[src/rtl/memory_accessor_if.sv]
// Single-outstanding valid/ready data bus between the memory-access stage and memory.
// The accessor drives requests (master); the memory side answers with ready/rdata (slave).
interface memory_accessor_if;
    logic        mem_valid;
    logic        mem_ready;
    logic [31:0] mem_addr;
    logic [31:0] mem_wdata;
    logic [3:0]  mem_wstrb;
    logic [31:0] mem_rdata;

    modport master (
        output mem_valid,
        output mem_addr,
        output mem_wdata,
        output mem_wstrb,
        input  mem_ready,
        input  mem_rdata
    );

    modport slave (
        input  mem_valid,
        input  mem_addr,
        input  mem_wdata,
        input  mem_wstrb,
        output mem_ready,
        output mem_rdata
    );
endinterface

[src/rtl/memory_accessor.sv]
// Memory-access pipeline stage: forwards ALU/LUI results, runs loads and stores on a
// single-outstanding data bus, and traps misaligned accesses and bus timeouts.
//
// state | meaning
// IDLE  | empty, accessor_ready high
// MEM   | bus request outstanding
// HOLD  | result valid, waiting for writeback
module memory_accessor #(
    parameter int unsigned TIMEOUT_CYCLES = 0
) (
    input  logic                     clk,
    input  logic                     reset,
    input  logic                     executor_valid,
    output logic                     accessor_ready,
    input  logic [4:0]               in_rd,
    input  logic [31:0]              in_rd_data,
    input  logic [31:0]              in_mem_addr,
    input  logic [31:0]              in_mem_data,
    input  logic                     in_is_lui,
    input  logic                     in_is_lb,
    input  logic                     in_is_lbu,
    input  logic                     in_is_lh,
    input  logic                     in_is_lhu,
    input  logic                     in_is_lw,
    input  logic                     in_is_sb,
    input  logic                     in_is_sh,
    input  logic                     in_is_sw,
    memory_accessor_if.master        mem,
    output logic                     accessor_valid,
    input  logic                     writeback_ready,
    output logic [4:0]               out_rd,
    output logic [31:0]              out_rd_data,
    output logic                     out_write,
    output logic                     out_trap
);

    typedef enum logic [1:0] {
        IDLE = 2'd0,
        MEM  = 2'd1,
        HOLD = 2'd2
    } state_t;

    localparam logic [31:0] TO_LIMIT = 32'(TIMEOUT_CYCLES);

    // size codes for the pending load
    localparam logic [1:0] SZ_BYTE = 2'd0;
    localparam logic [1:0] SZ_HALF = 2'd1;
    localparam logic [1:0] SZ_WORD = 2'd2;

    state_t      state_q, state_d;
    logic        mem_valid_q, mem_valid_d;
    logic [31:0] mem_addr_q, mem_addr_d;
    logic [31:0] mem_wdata_q, mem_wdata_d;
    logic [3:0]  mem_wstrb_q, mem_wstrb_d;
    logic [4:0]  rd_q, rd_d;
    logic [31:0] rd_data_q, rd_data_d;
    logic        write_q, write_d;
    logic        trap_q, trap_d;
    logic [1:0]  lane_q, lane_d;
    logic        is_load_q, is_load_d;
    logic        ld_signed_q, ld_signed_d;
    logic [1:0]  ld_size_q, ld_size_d;
    logic [31:0] cnt_q, cnt_d;

    logic        is_load_in;
    logic        is_store_in;
    logic        misaligned_in;
    logic        timeout_hit;
    logic [7:0]  ld_byte;
    logic [15:0] ld_half;
    logic [31:0] ld_result;

    assign is_load_in    = in_is_lb | in_is_lbu | in_is_lh | in_is_lhu | in_is_lw;
    assign is_store_in   = in_is_sb | in_is_sh | in_is_sw;
    assign misaligned_in = ((in_is_lh | in_is_lhu | in_is_sh) & in_mem_addr[0]) |
                           ((in_is_lw | in_is_sw) & (in_mem_addr[1:0] != 2'b00));
    // counter holds the number of stalled MEM cycles already spent
    assign timeout_hit   = (TO_LIMIT != 32'd0) && ((cnt_q + 32'd1) == TO_LIMIT);

    // select the addressed lane of the returned read data and extend it
    always_comb begin
        ld_byte   = 8'h00;
        ld_half   = 16'h0000;
        ld_result = 32'h0000_0000;
        case (lane_q)
            2'd0:    ld_byte = mem.mem_rdata[7:0];
            2'd1:    ld_byte = mem.mem_rdata[15:8];
            2'd2:    ld_byte = mem.mem_rdata[23:16];
            default: ld_byte = mem.mem_rdata[31:24];
        endcase
        ld_half = lane_q[1] ? mem.mem_rdata[31:16] : mem.mem_rdata[15:0];
        case (ld_size_q)
            SZ_BYTE: ld_result = ld_signed_q ? {{24{ld_byte[7]}}, ld_byte} : {24'h0, ld_byte};
            SZ_HALF: ld_result = ld_signed_q ? {{16{ld_half[15]}}, ld_half} : {16'h0, ld_half};
            default: ld_result = mem.mem_rdata;
        endcase
    end

    // next-state and next-register logic for the accept/bus/hold sequence
    always_comb begin
        state_d     = state_q;
        mem_valid_d = mem_valid_q;
        mem_addr_d  = mem_addr_q;
        mem_wdata_d = mem_wdata_q;
        mem_wstrb_d = mem_wstrb_q;
        rd_d        = rd_q;
        rd_data_d   = rd_data_q;
        write_d     = write_q;
        trap_d      = trap_q;
        lane_d      = lane_q;
        is_load_d   = is_load_q;
        ld_signed_d = ld_signed_q;
        ld_size_d   = ld_size_q;
        cnt_d       = cnt_q;
        case (state_q)
            IDLE: begin
                if (executor_valid) begin
                    rd_d   = in_rd;
                    lane_d = in_mem_addr[1:0];
                    cnt_d  = 32'd0;
                    if (misaligned_in) begin
                        state_d   = HOLD;
                        trap_d    = 1'b1;
                        write_d   = 1'b0;
                        rd_data_d = in_mem_addr;
                    end else if (is_load_in || is_store_in) begin
                        state_d     = MEM;
                        mem_valid_d = 1'b1;
                        mem_addr_d  = {in_mem_addr[31:2], 2'b00};
                        trap_d      = 1'b0;
                        is_load_d   = is_load_in;
                        ld_signed_d = in_is_lb | in_is_lh;
                        ld_size_d   = (in_is_lb | in_is_lbu) ? SZ_BYTE :
                                      (in_is_lh | in_is_lhu) ? SZ_HALF : SZ_WORD;
                        mem_wstrb_d = 4'b0000;
                        mem_wdata_d = 32'h0000_0000;
                        if (in_is_sb) begin
                            mem_wstrb_d = 4'b0001 << in_mem_addr[1:0];
                            mem_wdata_d = {4{in_mem_data[7:0]}};
                        end else if (in_is_sh) begin
                            mem_wstrb_d = 4'b0011 << {in_mem_addr[1], 1'b0};
                            mem_wdata_d = {2{in_mem_data[15:0]}};
                        end else if (in_is_sw) begin
                            mem_wstrb_d = 4'b1111;
                            mem_wdata_d = in_mem_data;
                        end
                    end else begin
                        state_d   = HOLD;
                        trap_d    = 1'b0;
                        write_d   = (in_rd != 5'd0);
                        rd_data_d = in_is_lui ? in_mem_addr : in_rd_data;
                    end
                end
            end
            MEM: begin
                if (mem.mem_ready) begin
                    state_d     = HOLD;
                    mem_valid_d = 1'b0;
                    trap_d      = 1'b0;
                    if (is_load_q) begin
                        rd_data_d = ld_result;
                        write_d   = (rd_q != 5'd0);
                    end else begin
                        rd_data_d = 32'h0000_0000;
                        write_d   = 1'b0;
                    end
                end else if (timeout_hit) begin
                    state_d     = HOLD;
                    mem_valid_d = 1'b0;
                    trap_d      = 1'b1;
                    write_d     = 1'b0;
                    rd_data_d   = 32'h0000_0000;
                end else begin
                    cnt_d = cnt_q + 32'd1;
                end
            end
            HOLD: begin
                if (writeback_ready) begin
                    state_d = IDLE;
                end
            end
            default: begin
                state_d     = IDLE;
                mem_valid_d = 1'b0;
            end
        endcase
    end

    // state and datapath registers, synchronous reset
    always_ff @(posedge clk) begin
        if (reset) begin
            state_q     <= IDLE;
            mem_valid_q <= 1'b0;
            mem_addr_q  <= 32'h0;
            mem_wdata_q <= 32'h0;
            mem_wstrb_q <= 4'h0;
            rd_q        <= 5'd0;
            rd_data_q   <= 32'h0;
            write_q     <= 1'b0;
            trap_q      <= 1'b0;
            lane_q      <= 2'd0;
            is_load_q   <= 1'b0;
            ld_signed_q <= 1'b0;
            ld_size_q   <= SZ_BYTE;
            cnt_q       <= 32'd0;
        end else begin
            state_q     <= state_d;
            mem_valid_q <= mem_valid_d;
            mem_addr_q  <= mem_addr_d;
            mem_wdata_q <= mem_wdata_d;
            mem_wstrb_q <= mem_wstrb_d;
            rd_q        <= rd_d;
            rd_data_q   <= rd_data_d;
            write_q     <= write_d;
            trap_q      <= trap_d;
            lane_q      <= lane_d;
            is_load_q   <= is_load_d;
            ld_signed_q <= ld_signed_d;
            ld_size_q   <= ld_size_d;
            cnt_q       <= cnt_d;
        end
    end

    assign accessor_ready = (state_q == IDLE);
    assign accessor_valid = (state_q == HOLD);
    assign out_rd         = rd_q;
    assign out_rd_data    = rd_data_q;
    assign out_write      = write_q;
    assign out_trap       = trap_q;
    assign mem.mem_valid  = mem_valid_q;
    assign mem.mem_addr   = mem_addr_q;
    assign mem.mem_wdata  = mem_wdata_q;
    assign mem.mem_wstrb  = mem_wstrb_q;

    a_mem_valid_in_mem: assert property (@(posedge clk) disable iff (reset)
        mem_valid_q |-> (state_q == MEM));

    a_bus_stable: assert property (@(posedge clk) disable iff (reset)
        (mem_valid_q && !mem.mem_ready) |=>
        ($stable(mem_addr_q) && $stable(mem_wdata_q) && $stable(mem_wstrb_q)));

endmodule

[src/flat_wrapper.sv]
// flat-port wrapper written by rule: the top's interface ports become plain ports
module memory_accessor_flat 
#(
    parameter int unsigned TIMEOUT_CYCLES = 0
)
  (clk, reset, executor_valid, accessor_ready, in_rd, in_rd_data, in_mem_addr, in_mem_data, in_is_lui, in_is_lb, in_is_lbu, in_is_lh, in_is_lhu, in_is_lw, in_is_sb, in_is_sh, in_is_sw, accessor_valid, writeback_ready, out_rd, out_rd_data, out_write, out_trap, mem_mem_valid, mem_mem_addr, mem_mem_wdata, mem_mem_wstrb, mem_mem_ready, mem_mem_rdata);
  memory_accessor_if mem_i ();
  input  logic clk;
  input  logic reset;
  input  logic executor_valid;
  output logic accessor_ready;
  input  logic [4:0] in_rd;
  input  logic [31:0] in_rd_data;
  input  logic [31:0] in_mem_addr;
  input  logic [31:0] in_mem_data;
  input  logic in_is_lui;
  input  logic in_is_lb;
  input  logic in_is_lbu;
  input  logic in_is_lh;
  input  logic in_is_lhu;
  input  logic in_is_lw;
  input  logic in_is_sb;
  input  logic in_is_sh;
  input  logic in_is_sw;
  output logic accessor_valid;
  input  logic writeback_ready;
  output logic [4:0] out_rd;
  output logic [31:0] out_rd_data;
  output logic out_write;
  output logic out_trap;
  output wire logic [$bits(mem_i.mem_valid)-1:0] mem_mem_valid;
  output wire logic [$bits(mem_i.mem_addr)-1:0] mem_mem_addr;
  output wire logic [$bits(mem_i.mem_wdata)-1:0] mem_mem_wdata;
  output wire logic [$bits(mem_i.mem_wstrb)-1:0] mem_mem_wstrb;
  input wire logic [$bits(mem_i.mem_ready)-1:0] mem_mem_ready;
  input wire logic [$bits(mem_i.mem_rdata)-1:0] mem_mem_rdata;
  assign mem_mem_valid = mem_i.mem_valid;
  assign mem_mem_addr = mem_i.mem_addr;
  assign mem_mem_wdata = mem_i.mem_wdata;
  assign mem_mem_wstrb = mem_i.mem_wstrb;
  assign mem_i.mem_ready = mem_mem_ready;
  assign mem_i.mem_rdata = mem_mem_rdata;
  memory_accessor #(.TIMEOUT_CYCLES(TIMEOUT_CYCLES)) u_core (.clk(clk), .reset(reset), .executor_valid(executor_valid), .accessor_ready(accessor_ready), .in_rd(in_rd), .in_rd_data(in_rd_data), .in_mem_addr(in_mem_addr), .in_mem_data(in_mem_data), .in_is_lui(in_is_lui), .in_is_lb(in_is_lb), .in_is_lbu(in_is_lbu), .in_is_lh(in_is_lh), .in_is_lhu(in_is_lhu), .in_is_lw(in_is_lw), .in_is_sb(in_is_sb), .in_is_sh(in_is_sh), .in_is_sw(in_is_sw), .mem(mem_i), .accessor_valid(accessor_valid), .writeback_ready(writeback_ready), .out_rd(out_rd), .out_rd_data(out_rd_data), .out_write(out_write), .out_trap(out_trap));
endmodule
[config.mk]
export PLATFORM = sky130hd
export DESIGN_NAME = memory_accessor_flat
export DESIGN_NICKNAME = d
export VERILOG_FILES = /design/src/rtl/memory_accessor_if.sv /design/src/rtl/memory_accessor.sv /design/src/flat_wrapper.sv
export SDC_FILE = /design/constraint.sdc
export NUM_CORES = 1
export LEC_CHECK = 0
export BUFFER_PORTS_ARGS = -buffer_cell sky130_fd_sc_hd__buf_2
export CAP_MARGIN = 20
export CORE_MARGIN = 2
export CORE_UTILIZATION = 40
export CTS_CLUSTER_SIZE = 14
export DETAILED_ROUTE_END_ITERATION = 8
export PLACE_DENSITY = 0.69
export SYNTH_ARGS = -nofsm -noshare
export SYNTH_HDL_FRONTEND = slang
export SYNTH_SLANG_ARGS = --single-unit
[constraint.sdc]
create_clock -name clk -period 2.1 [get_ports clk]
set_input_delay 0.105 -clock clk [delete_from_list [all_inputs] [get_ports clk]]
set_output_delay 0.105 -clock clk [all_outputs]
set_load 0.02 [all_outputs]
==> PnR_summary.wiki <==
{| class="wikitable"
! Metric !! Value
|-
| Power per Cell Area || 811 nW/um^2
|-
| Aggregate negative setup slack || 0 ns
|-
| Max cap viols || 0
|-
| Wire length per cell after detailed routing || 16.8 um
|-
| Gr usage total || 0.263
|-
| DR iter-0 viols || between 400 and 500
|-
| Synthesized-area fraction occupied by ao, oa, aoi and oai cells || 0.259
|-
| Crit path required time || 2.44 ns
|-
| Number of top-level pins || 257
|-
| Critical path cell sequence || nor2_2 > and2_1 > and3_2 > buf_4 > nand2_1 > a21oi_1
|-
| Final HPWL from detailed placement || 14400 um
|-
| Type of the tightest min-delay check || in -> reg
|-
| Share of post-route cells with drive strength above 1 || 0.360
|-
| Die area || 15500 um^2
|-
| Static power due to leakage || approximately 3.8 nW
|-
| Worst setup slack after placement || 0.0744 ns
|-
| CTS Buf Count || 17
|-
| Share of power burned in registers || 0.347
|-
| Placer Congestion || 0.858
|-
| Slowest library cell on the worst path || and3_2
|-
| Multiplexer fraction of the synthesized cell area || 0.0700
|-
| Critical path start-end classification || reg -> reg
|-
| Crit. Startpoint || u_core.state_q[1]
|-
| Rows || 43
|-
| Clock insertion delay at the later pin of the skew report || about 0.42 ns
|-
| Routed Wire Length || 20500 um
|-
| Arithmetic-cell share of the synthesized area counting full adders, half adders and majority gates || 0
|-
| Synth unique cells || 48
|-
| Relative contribution of the clock network to total power || 0.450
|-
| Num Clock Sinks || 114
|-
| Length in cells of the worst reg-to-reg path || 6
|-
| TritonCTS clock tree || yes
|-
| Min cycle time layout || 1.93 ns
|-
| Net total in the final layout || 1175
|-
| Clock H-tree levels || 4
|-
| Endpoint kind of the worst setup timing path || flip-flop
|-
| Maximum count of clock buffers along a single path || 2
|-
| Port-buffer cells || 254
|-
| Top cell family by delay on the critical path || simple AND/OR/NAND/NOR gates
|-
| Sw Share || 0.277
|-
| Global-route wire length before repair || 32700 um
|-
| Count of final max-slew check failures || 0
|-
| Starting utilization of the core area || 0.414
|-
| Final clock skew || ~0.0069 ns
|-
| Layout overhead on the synthesized area || 48.1%
|-
| Tightest Pin Transition || approximately 0.6 ns
|-
| Peak fanout along the critical path || 19
|-
| Headroom to the max-slew limit || 0.609
|-
| Number of flip-flops and latches in the synthesized netlist || 114
|-
| Number of filler instances in the final layout || 1271
|-
| Post-route cell area || between 8000 and 9000 um^2
|-
| Path length in cells of the critical path || 6
|-
| Run status || completed
|-
| GRT overflow || 0
|-
| Timing endpoint of the critical path || u_core.mem.mem_addr[20]
|-
| CTS root buf || clkbuf_16
|-
| Mapped Avg Cell Area || between 7 and 8 um^2
|-
| Worst reg-to-reg setup slack || 0.17 ns
|-
| Diode count || 0
|-
| Startpoint of the lowest-slack register-to-register path || u_core.state_q[1]
|-
| Final Setup Violations || 0
|-
| Remaining number of nets flagged by the antenna check after routing || 0
|-
| Remaining design rule violation count || 0
|-
| Worst setup margin || 0.169 ns
|-
| Share of the synthesized netlist area taken by xor and xnor gates || 0
|-
| Internal power component || 5.03 mW
|-
| Via count of the routed design || 6490
|-
| Critical Path Source Type || flip-flop
|-
| Number of endpoints with negative hold slack in the final report || 0
|-
| Post-layout utilization of the core || 0.613
|-
| Die Span Y || 124 um
|-
| Register clock-pin slew on the reported worst setup and hold paths || 0.06 ns
|-
| Data arrival time of the critical path || roughly 2.3 ns
|-
| Buffer count from post-CTS setup fixing || 0
|-
| Die width || 124 um
|-
| Bufs and invs on worst path || 1
|-
| Total placed instance area || 7320 um^2
|-
| Main combinational cell family by area after synthesis || compound AO/OA/AOI/OAI gates
|-
| Sequential cell area fraction in the yosys report || 0.394
|-
| Gate count after technology mapping || 733
|-
| Pin count of the biggest net entering global routing || 68
|-
| Initial DRT Pass Iterations || 6
|-
| Routed vias/inst || 5.32
|-
| Netlist area before placement || 5790 um^2
|-
| Combinational cell fraction of total power || 0.203
|-
| Peak supply drop || 563 uV
|-
| Stage delay of the slowest cell on the critical path || 0.43 ns
|-
| Max Clk Rate || 518 MHz
|-
| Min-Delay Startpoint || in_mem_addr[0]
|-
| P_sw || 1.93 mW
|-
| Unrepaired setup endpoints after global routing || false
|-
| Placeable core area || 14000 um^2
|-
| FF-to-FF End || u_core.mem.mem_addr[20]
|-
| Synth warnings || 0
|-
| Via count of the first global-routing pass || 6169
|-
| Antenna violations before repair || 0
|-
| Part of the cycle the worst path needs || 0.920
|-
| Area share of and/or/nand/nor cells after synthesis || 0.217
|}
-- cell usage in the layout, fill, tap and decap left out, types with 10 or more instances in the layout --
| cell type | n |
|---|---|
| buf_2 | 253 |
| nand2_1 | 153 |
| dfxtp_1 | 114 |
| a21oi_1 | 86 |
| nor2_1 | 78 |
| dlygate4sd3_1 | 61 |
| a311oi_1 | 34 |
| mux2_2 | 32 |
| o21ai_0 | 29 |
| nand3_1 | 18 |
| clkbuf_16 | 17 |
| buf_4 | 17 |
| inv_1 | 12 |
| a221oi_2 | 11 |
| a211oi_2 | 10 |
-- worst reg2reg max path: stages, from the launching register on --
cell	delay, ns
dfxtp_1	0.38
nor2_2	0.27
and2_1	0.19
and3_2	0.43
buf_4	0.33
nand2_1	0.11
a21oi_1	0.15
-- stage by stage --
step | total power [mW] | hold WS (ns) | instances
2_1_floorplan | 3.25 | 0.241 | 734
3_3_place_gp | 3.75 | 0.356 | 1128
3_5_place_dp | 3.77 | 0.360 | 1128
4_1_cts | 6.98 | 0.00762 | 1221
5_1_grt | 7.24 | 0.0203 | 1221
6_report | 6.95 | 0.0235 | 1221
-- per-layer routing --
layer	track usage	part of all wire	vias up
li1	-	-	3182
met1	0.325	0.41	3014
met2	0.451	0.50	267
met3	0.0631	0.073	27
met4	0.0813	0.017	0
met5	0	0	-
-- cell families after synthesis --
family,count (synthesis)
other cells,1
simple gates,293
mux,36
flops,114
compound gates,212
buf+inv,77
-- what timing repair did --
action,in CTS,in global routing
resized for setup,1,1
hold buffers,61,0
endpoints found under the setup margin,1,1
hold endpoints to repair,61,0
-- state kept, by name, summed over array words and instances (netlist names) --
signal and flops:
u_core.lane_q 2, u_core.mem.mem_wstrb 4, u_core.mem.mem_valid 1, u_core.mem.mem_addr 30, u_core.out_write 1, u_core.is_load_q 1
u_core.ld_size_q 2, u_core.ld_signed_q 1, u_core.state_q 2, u_core.out_trap 1, u_core.out_rd 5, u_core.out_rd_data 32
u_core.mem.mem_wdata 32
-- synthesized netlist by cell type (all sizes together) --
cell,number,area (um^2)
nor2b,8,50.1
o21a,1,7.51
and2b,1,7.51
buf,29,165
o22a,1,8.76
nand3b,2,15.0
or2b,1,7.51
nand3,19,95.1
o21bai,1,7.51
nand4b,1,8.76
and2,7,43.8
a211oi,19,193
nor3,6,35.0
o211ai,2,15.0
a311oi,35,313
a22o,1,8.76
a2111oi,1,27.5
dfxtp,114,2280
and3b,1,8.76
mux2,33,375
o21ai,30,150
nand2b,8,50.1
a22oi,10,80.1
mux2i,3,30.0
a31oi,9,56.3
or2,1,6.26
and3,2,12.5
or4,2,15.0
nor3b,1,18.8
a21oi,86,430
nand2,153,574
conb,1,3.75
inv,12,45.0
nor2,79,299
or3,1,6.26
clkbuf,36,135
a221oi,16,203
-- power groups by stage --
stage / sequential (mW) / combinational [mW] / clock [mW]
floorplan: 2.63 / 0.622 / 0
global placement: 2.45 / 1.30 / 0
detailed placement: 2.45 / 1.32 / 0
CTS: 2.41 / 1.41 / 3.16
global route: 2.43 / 1.53 / 3.27
finish: 2.41 / 1.41 / 3.13
-- area by class of cell --
cell class / count / area [um^2] / area share
well taps: 180 / 225 / 0.0263
flip-flops and latches: 114 / 2280 / 0.266
inverters: 12 / 45.0 / 0.00525
multi-input cells: 543 / 3200 / 0.373
repair buffers: 340 / 2180 / 0.255
clock inverters: 9 / 151 / 0.0177
clock buffers: 23 / 488 / 0.0569
-- worst min-delay path by stage --
| stage | endpoint | slack [ns] | depth (start not counted) |
|---|---|---|---|
| 5_1_grt | u_core.lane_q[1] | 0.02 | 3 |
| 2_1_floorplan | u_core.lane_q[0] | 0.24 | 2 |
| 3_3_place_gp | u_core.mem.mem_addr[27] | 0.36 | 3 |
| 3_5_place_dp | u_core.mem.mem_addr[8] | 0.36 | 3 |
| 6_report | u_core.lane_q[0] | 0.02 | 3 |
| 4_1_cts | u_core.lane_q[0] | 0.008 | 3 |
Note: power is estimated with default switching activity, not from simulation.
